===== src/rtl/exe_muldiv.sv =====
// HI/LO unit: signed MULT done in one cycle, signed DIV done 1 bit/cycle, MFHI/MFLO read port.
// Latency: MULT writes HI/LO at the end of its cycle; DIV stalls DIV_CYCLES+1 cycles (1 for /0). Backpressure: stallreq_exe holds the pipe while a DIV runs.
module exe_muldiv #(
    parameter int DIV_CYCLES = 32
) (
    input  logic        cpu_clk,
    input  logic        rst,
    input  logic [7:0]  exe_aluop_i,
    input  logic        exe_whilo_i,
    input  logic [31:0] exe_src1_i,
    input  logic [31:0] exe_src2_i,
    output logic [31:0] hilo_rd_o,
    output logic [31:0] hi_o,
    output logic [31:0] lo_o,
    output logic        stallreq_exe,
    output logic        div_busy_o
);

    localparam logic [7:0] OP_MULT = 8'h14;
    localparam logic [7:0] OP_DIV  = 8'h16;
    localparam logic [7:0] OP_MFHI = 8'h0C;
    localparam logic [7:0] OP_MFLO = 8'h0D;
    localparam int         CW      = $clog2(DIV_CYCLES + 1);
    localparam logic [CW-1:0] LAST_ITER = CW'(DIV_CYCLES - 1);

    typedef enum logic [1:0] {
        IDLE = 2'd0,
        BUSY = 2'd1,
        DONE = 2'd2
    } state_e;

    state_e        state_q;
    logic [CW-1:0] count_q;
    logic [31:0]   rem_q;
    logic [31:0]   quo_q;
    logic [31:0]   dvs_q;
    logic          qsign_q;
    logic          rsign_q;
    logic [31:0]   hi_q;
    logic [31:0]   lo_q;

    logic          start_mul;
    logic          start_div;
    logic [31:0]   abs1;
    logic [31:0]   abs2;
    logic [63:0]   prod;
    logic [32:0]   rem_shift;
    logic          rem_ge;
    logic [31:0]   rem_d;
    logic [31:0]   quo_d;
    logic [31:0]   hi_div;
    logic [31:0]   lo_div;

    assign start_mul = exe_whilo_i && (exe_aluop_i == OP_MULT);
    assign start_div = exe_whilo_i && (exe_aluop_i == OP_DIV);

    assign abs1 = exe_src1_i[31] ? (~exe_src1_i + 32'd1) : exe_src1_i;
    assign abs2 = exe_src2_i[31] ? (~exe_src2_i + 32'd1) : exe_src2_i;
    assign prod = $signed(exe_src1_i) * $signed(exe_src2_i);

    // Restoring step: bring the next dividend bit into the remainder, subtract if it fits.
    // When it fits the true difference is below the divisor, so 32-bit wraparound is exact.
    assign rem_shift = {rem_q, quo_q[31]};
    assign rem_ge    = (rem_shift >= {1'b0, dvs_q});
    assign rem_d     = rem_ge ? (rem_shift[31:0] - dvs_q) : rem_shift[31:0];
    assign quo_d     = {quo_q[30:0], rem_ge};

    assign hi_div = rsign_q ? (~rem_q + 32'd1) : rem_q;
    assign lo_div = qsign_q ? (~quo_q + 32'd1) : quo_q;

    always_ff @(posedge cpu_clk) begin
        if (rst) begin
            state_q <= IDLE;
            count_q <= '0;
            rem_q   <= '0;
            quo_q   <= '0;
            dvs_q   <= '0;
            qsign_q <= 1'b0;
            rsign_q <= 1'b0;
            hi_q    <= '0;
            lo_q    <= '0;
        end else begin
            case (state_q)
                IDLE: begin
                    if (start_mul) begin
                        hi_q <= prod[63:32];
                        lo_q <= prod[31:0];
                    end else if (start_div) begin
                        count_q <= '0;
                        if (exe_src2_i == 32'd0) begin
                            // Divide-by-zero result parked in rem/quo so DONE writes it unchanged.
                            rem_q   <= exe_src1_i;
                            quo_q   <= 32'hFFFF_FFFF;
                            dvs_q   <= '0;
                            qsign_q <= 1'b0;
                            rsign_q <= 1'b0;
                            state_q <= DONE;
                        end else begin
                            rem_q   <= '0;
                            quo_q   <= abs1;
                            dvs_q   <= abs2;
                            qsign_q <= exe_src1_i[31] ^ exe_src2_i[31];
                            rsign_q <= exe_src1_i[31];
                            state_q <= BUSY;
                        end
                    end
                end
                BUSY: begin
                    rem_q   <= rem_d;
                    quo_q   <= quo_d;
                    count_q <= count_q + CW'(1);
                    if (count_q == LAST_ITER) begin
                        state_q <= DONE;
                    end
                end
                DONE: begin
                    // The DIV is still on the inputs here; it retires on this edge, no restart.
                    hi_q    <= hi_div;
                    lo_q    <= lo_div;
                    state_q <= IDLE;
                end
                default: begin
                    state_q <= IDLE;
                end
            endcase
        end
    end

    always_comb begin
        hilo_rd_o = 32'd0;
        if (exe_aluop_i == OP_MFHI) begin
            hilo_rd_o = hi_q;
        end else if (exe_aluop_i == OP_MFLO) begin
            hilo_rd_o = lo_q;
        end
    end

    assign stallreq_exe = ((state_q == IDLE) && start_div) || (state_q == BUSY);
    assign div_busy_o   = (state_q == BUSY);
    assign hi_o         = hi_q;
    assign lo_o         = lo_q;

endmodule

===== config.mk =====
export PLATFORM = sky130hd
export DESIGN_NAME = exe_muldiv
export DESIGN_NICKNAME = d
export VERILOG_FILES = /design/src/rtl/exe_muldiv.sv
export SDC_FILE = /design/constraint.sdc
export NUM_CORES = 2
export LEC_CHECK = 0
export CORE_ASPECT_RATIO = 0.6
export CORE_MARGIN = 4
export CORE_UTILIZATION = 36
export CTS_CLUSTER_DIAMETER = 80
export DETAILED_ROUTE_END_ITERATION = 8
export PLACE_DENSITY = 0.49
export SETUP_SLACK_MARGIN = 0.3
export SKIP_CTS_REPAIR_TIMING = 1
export SLEW_MARGIN = 30
export SYNTH_ARGS = -nofsm -noshare
export SYNTH_HDL_FRONTEND = slang
export SYNTH_SLANG_ARGS = --single-unit

===== constraint.sdc =====
create_clock -name cpu_clk -period 17.5 [get_ports cpu_clk]
set_clock_uncertainty 0.1 [all_clocks]
set_input_delay 4.375 -clock cpu_clk [delete_from_list [all_inputs] [get_ports cpu_clk]]
set_output_delay 4.375 -clock cpu_clk [all_outputs]
set_load 0.1 [all_outputs]

; Word level (Yosys, flattened, before mapping)
; Index checks and enable logic that the tools add are counted.
[op_classes]
n_addsub = 6
mul = 1
n_lt_le_gt_ge = 1
n_eq_ne = 11
n_mux = 30
n_bitwise = 6
reduce_logical = 12
[op_table]
columns = operator, count
row1 = 32-bit two-way mux, 16
row2 = 32-bit case mux with 2 select lines, 4
row3 = "32-bit by 1-bit adder with 32-bit output, second input constant", 4
row4 = 32-bit NOT, 4
row5 = 32-bit by 32-bit multiplier with 64-bit output, 1
row6 = 33-bit by 32-bit >= comparator with 1-bit output, 1
row7 = 32-bit logical NOT, 1
row8 = 32-bit subtractor, 1
row9 = "8-bit by 4-bit == test with 1-bit output, second input constant", 2
row10 = "8-bit by 5-bit == test with 1-bit output, second input constant", 2
row11 = 6-bit two-way mux, 2
row12 = 6-bit case mux with 2 select lines, 1
row13 = 3-bit AND reduction, 3
row14 = 2-bit two-way mux, 4
row15 = "6-bit by 1-bit adder with 6-bit output, second input constant", 1
row16 = "6-bit by 5-bit == test with 1-bit output, second input constant", 1
row17 = "2-bit inequality test, second input constant", 3
row18 = 2-bit case mux with 2 select lines, 1
row19 = 2-bit nonzero test, 2
row20 = 1-bit logical AND, 3
row21 = "2-bit by 1-bit == test with 1-bit output, second input constant", 1
row22 = "2-bit == test, second input constant", 1
row23 = 2-bit logical NOT, 1
row24 = 1-bit two-way mux, 2
row25 = other kinds (5), 5
[word_totals]
regBits = 170
inputBits = 75

; Depth between registers and ports, before layout
[depth]
depth_word = 7
mapped_depth = 31

; Worst setup path after synthesis
; No wires, ideal clock.
[synth_path]
path_type = in2reg
from = input port exe_src1_i[31]
to = register hi_q[29], in the netlist hi_o[29]
t_arrival_ns = 12.463
required_time_ns = 17.285
setup_slack_ns = 4.822
path_stages = 31
n_path_buf = 4
path_cell_list = clkbuf_1 -> clkbuf_1 -> buf_1 -> nand2_1 -> inv_1 -> fa_1 -> inv_1 -> fa_1 -> inv_1 -> fa_1 -> fa_1 -> inv_1 -> fa_1 -> inv_1 -> fa_1 -> inv_1 -> fa_1 -> inv_1 -> fa_1 -> ha_1 -> clkbuf_1 -> a21oi_1 -> o21ai_0 -> a21o_1 -> a21o_1 -> a21o_1 -> a221o_1 -> a31oi_1 -> o21ai_0 -> xnor2_1 -> a2111oi_0
[synth_via]
elab_chain_cells = 3
[synth_lines]
columns = item, line_no
row1 = from (decl), 10  ; input logic [31:0] exe_src1_i,
row2 = 32-bit by 32-bit multiplier with 64-bit output, 59  ; assign prod = $signed(exe_src1_i) * $signed(exe_src2_i);
row3 = 32-bit two-way mux, 85  ; if (start_mul) begin
row4 = 32-bit case mux with 2 select lines, 83  ; case (state_q)
row5 = to (signal assigned), 86  ; hi_q <= prod[63:32];
row6 = to (signal assigned), 118  ; hi_q <= hi_div;
row7 = to (decl), 39  ; logic [31:0] hi_q;
; Every way passes these cells. The select of a mux whose other input is x is not followed.
; A chain may end at the register's enable or synchronous reset.

; Final worst setup path
[layout_path]
from = input port exe_src2_i[0]
to = register hi_q[29], in the netlist hi_o[29]
[layout_via]
elab_chain_cells = 3
[layout_lines]
columns = item, line_no
row1 = from (decl), 11  ; input logic [31:0] exe_src2_i,
row2 = 32-bit by 32-bit multiplier with 64-bit output, 59
row3 = 32-bit two-way mux, 85
row4 = 32-bit case mux with 2 select lines, 83
; Every way passes these cells. The select of a mux whose other input is x is not followed.

==> results.sh <==
export IMPL_critical_path_class="input pin to flip-flop"
export IMPL_synth_top_cell_area_share_pct=45.1
export IMPL_met2_usage_pct=31.9
export IMPL_postRouteWirelength_mm=163
export IMPL_clock_latency_ns=0.47
export IMPL_vias=37278
export IMPL_hp_class="flip-flop to flip-flop"
export IMPL_layout_common_cells="fa_1 (1083), inv_1 (997), nand2_1 (674)"
export IMPL_io_pins=173
export IMPL_top_usage_layer="met1"
export IMPL_cp_max_fo=14
export IMPL_status="complete, no violations"
export IMPL_syn_nets=6816
export IMPL_synth_seq_cells=170
export IMPL_dieArea_sq_um=140000
export IMPL_grt_overflow_total=0
export IMPL_syn_avg_cell_area_sq_um=8.84
export IMPL_final_layout_size_suffix_gt1_share_pct=3.79
export IMPL_layout_cells_most_common="fa_1"
export IMPL_hold_viol=0
export IMPL_clk_path_buf_depth=2
export IMPL_crit_slowest_cell="fa_1"
export IMPL_grt_pass1_wl_mm=250
export IMPL_cts_buffers=17
export IMPL_die_w_microns=480
export IMPL_dpl_cell_count=7112
export IMPL_grt_max_degree=83
export IMPL_synth_edf_count=0
export IMPL_root_buffer="clkbuf_16"
export IMPL_clkSinkCount=170
export IMPL_grt_setup_unrepaired="no"
export IMPL_setup_tns_ns=0
export IMPL_worst_slew_pin_slew_ns=1.05
export IMPL_syn_inst=5436
export IMPL_cp_common_cell="fa_1"
export IMPL_antenna_found_initial=18
export IMPL_yosys_warnings=0
export IMPL_syn2layout_area_growth_pct=7.60
export IMPL_fin_nets=6727
export IMPL_wl_per_cell_microns=22.8
export IMPL_drtPass1Iterations=5
export IMPL_initial_utilization_pct=36.4
export IMPL_use_met1_pct=37.9
export IMPL_ys_top_cells_by_area="fa_1 (45%), inv_1 (7.8%), dfxtp_1 (7.1%), and2_1 (6.7%), ha_1 (5.8%)"
export IMPL_drt_iter0_drc=3145
export IMPL_finalCritPeriodShare_pct=77.1
export IMPL_synth_cell_types=73
export IMPL_io_buffer_count=172
export IMPL_ys_seq_area_share_pct=7.08
export IMPL_coreArea_sq_um=132000
export IMPL_final_antenna_net_count=0
export IMPL_synthArstFlopShare_pct=0
export IMPL_drc=0
export IMPL_max_freq_ghz=0.0741
export IMPL_num_rows=103
export IMPL_post_route_min_period_ns=13.49
export IMPL_required_ns=17.74
export IMPL_cts_htree_levels=4
export IMPL_slew_headroom_pct=29.9
export IMPL_slowest_delay_ns=1.01
export IMPL_end_kind="flip-flop"
export IMPL_maxSlewViolCount=0
export IMPL_grt_pass1_vias=38496
export IMPL_cts_clk_slew_worst_paths_ns=0.08
export IMPL_maxCapViolations=0
export IMPL_die_h_microns=291
export IMPL_vias_per_cell=5.22
export IMPL_synth_top_area_cell="fa_1"
export IMPL_cp_arrival_ns=13.73
export IMPL_hold_ws_ns=0.381
export IMPL_cts_tree="yes"
export IMPL_place_congestion=0.910
export IMPL_syn_area_sq_um=48000
export IMPL_setup_violations=0
export IMPL_stdcell_count=7148
export IMPL_met3_usage_pct=5.54
export IMPL_place_hpwl_mm=128
export IMPL_grt_use_total_pct=23.5
export IMPL_synth_flop_cell="dfxtp_1"
export IMPL_crit_path_start_kind="input pin"
==> worst paths after layout <==
path | endpoint | start | cells after the start | slack (ns)
setup / recovery | hi_o[29] | exe_src2_i[0] | 26 | 4.01
hold / removal | dvs_q[30] | dvs_q[30] | 2 | 0.38
setup reg to reg | rem_q[5] | dvs_q[1] | 13 | 13.50
hold reg to reg | dvs_q[30] | dvs_q[30] | 2 | 0.38
==> cell usage after synthesis, drive strengths merged, types with 65 or more instances <==
library cell,number
xor2,98
a211oi,65
ha,222
clkbuf,338
xnor2,111
inv,998
o21ai,122
nor2,197
fa,1083
and2,515
dfxtp,170
a21oi,163
nand2,675
==> layout make-up <==
| type | instances | area (sq um) |
|---|---|---|
| flip-flops and latches | 170 | 3400 |
| well taps | 1785 | 2230 |
| diodes | 3 | 7.51 |
| clock buffers | 19 | 443 |
| fillers | 13533 | 80300 |
| repair buffers | 255 | 2160 |
| inverters | 999 | 3750 |
| clock inverters | 13 | 143 |
| multi-input cells | 3904 | 39500 |
==> cells by family after synthesis <==
logic type | synth area share (%)
AND/OR/NAND/NOR | 16.9
AO/OA/AOI/OAI | 9.39
flip-flops | 7.08
multiplexers | 1.24
XOR/XNOR | 3.81
adder cells (fa/ha/maj) | 50.9
buffers and inverters | 10.7
==> worst max-delay path: cells and delay by family <==
kind,cells,cell delay (ns)
AO/OA/AOI/OAI,9,1.88
adder cells (fa/ha/maj),9,5.12
buffers and inverters,6,1.91
XOR/XNOR,1,0.14
AND/OR/NAND/NOR,1,0.30
==> through the flow <==
stage | cell area (sq um) | worst slack, ns | utilization [%]
finish | 51700 | 4.01 | 39.2
global placement | 51100 | 3.74 | 38.7
floorplan | 48000 | 4.82 | -
detailed placement | 51100 | 3.59 | 38.7
CTS | 51700 | 4.05 | 39.1
global route | 51700 | 3.64 | 39.2
==> metal layers <==
| layer | vias up | part of all wire, % |
|---|---|---|
| met4 | 18 | 1.6 |
| met1 | 19301 | 51 |
| met5 | - | 0.070 |
| li1 | 16532 | - |
| met3 | 143 | 8.6 |
| met2 | 1284 | 39 |
==> flip-flops by register name, summed over array words and instances (netlist names) <==
name,count
dvs_q,32
hi_o,32
lo_o,32
quo_q,32
rem_q,32
count_q,6
state_q,2
qsign_q,1
rsign_q,1
Power is not shown: default switching activity piles up to over one toggle a cycle in this logic, so the estimate is an artifact.
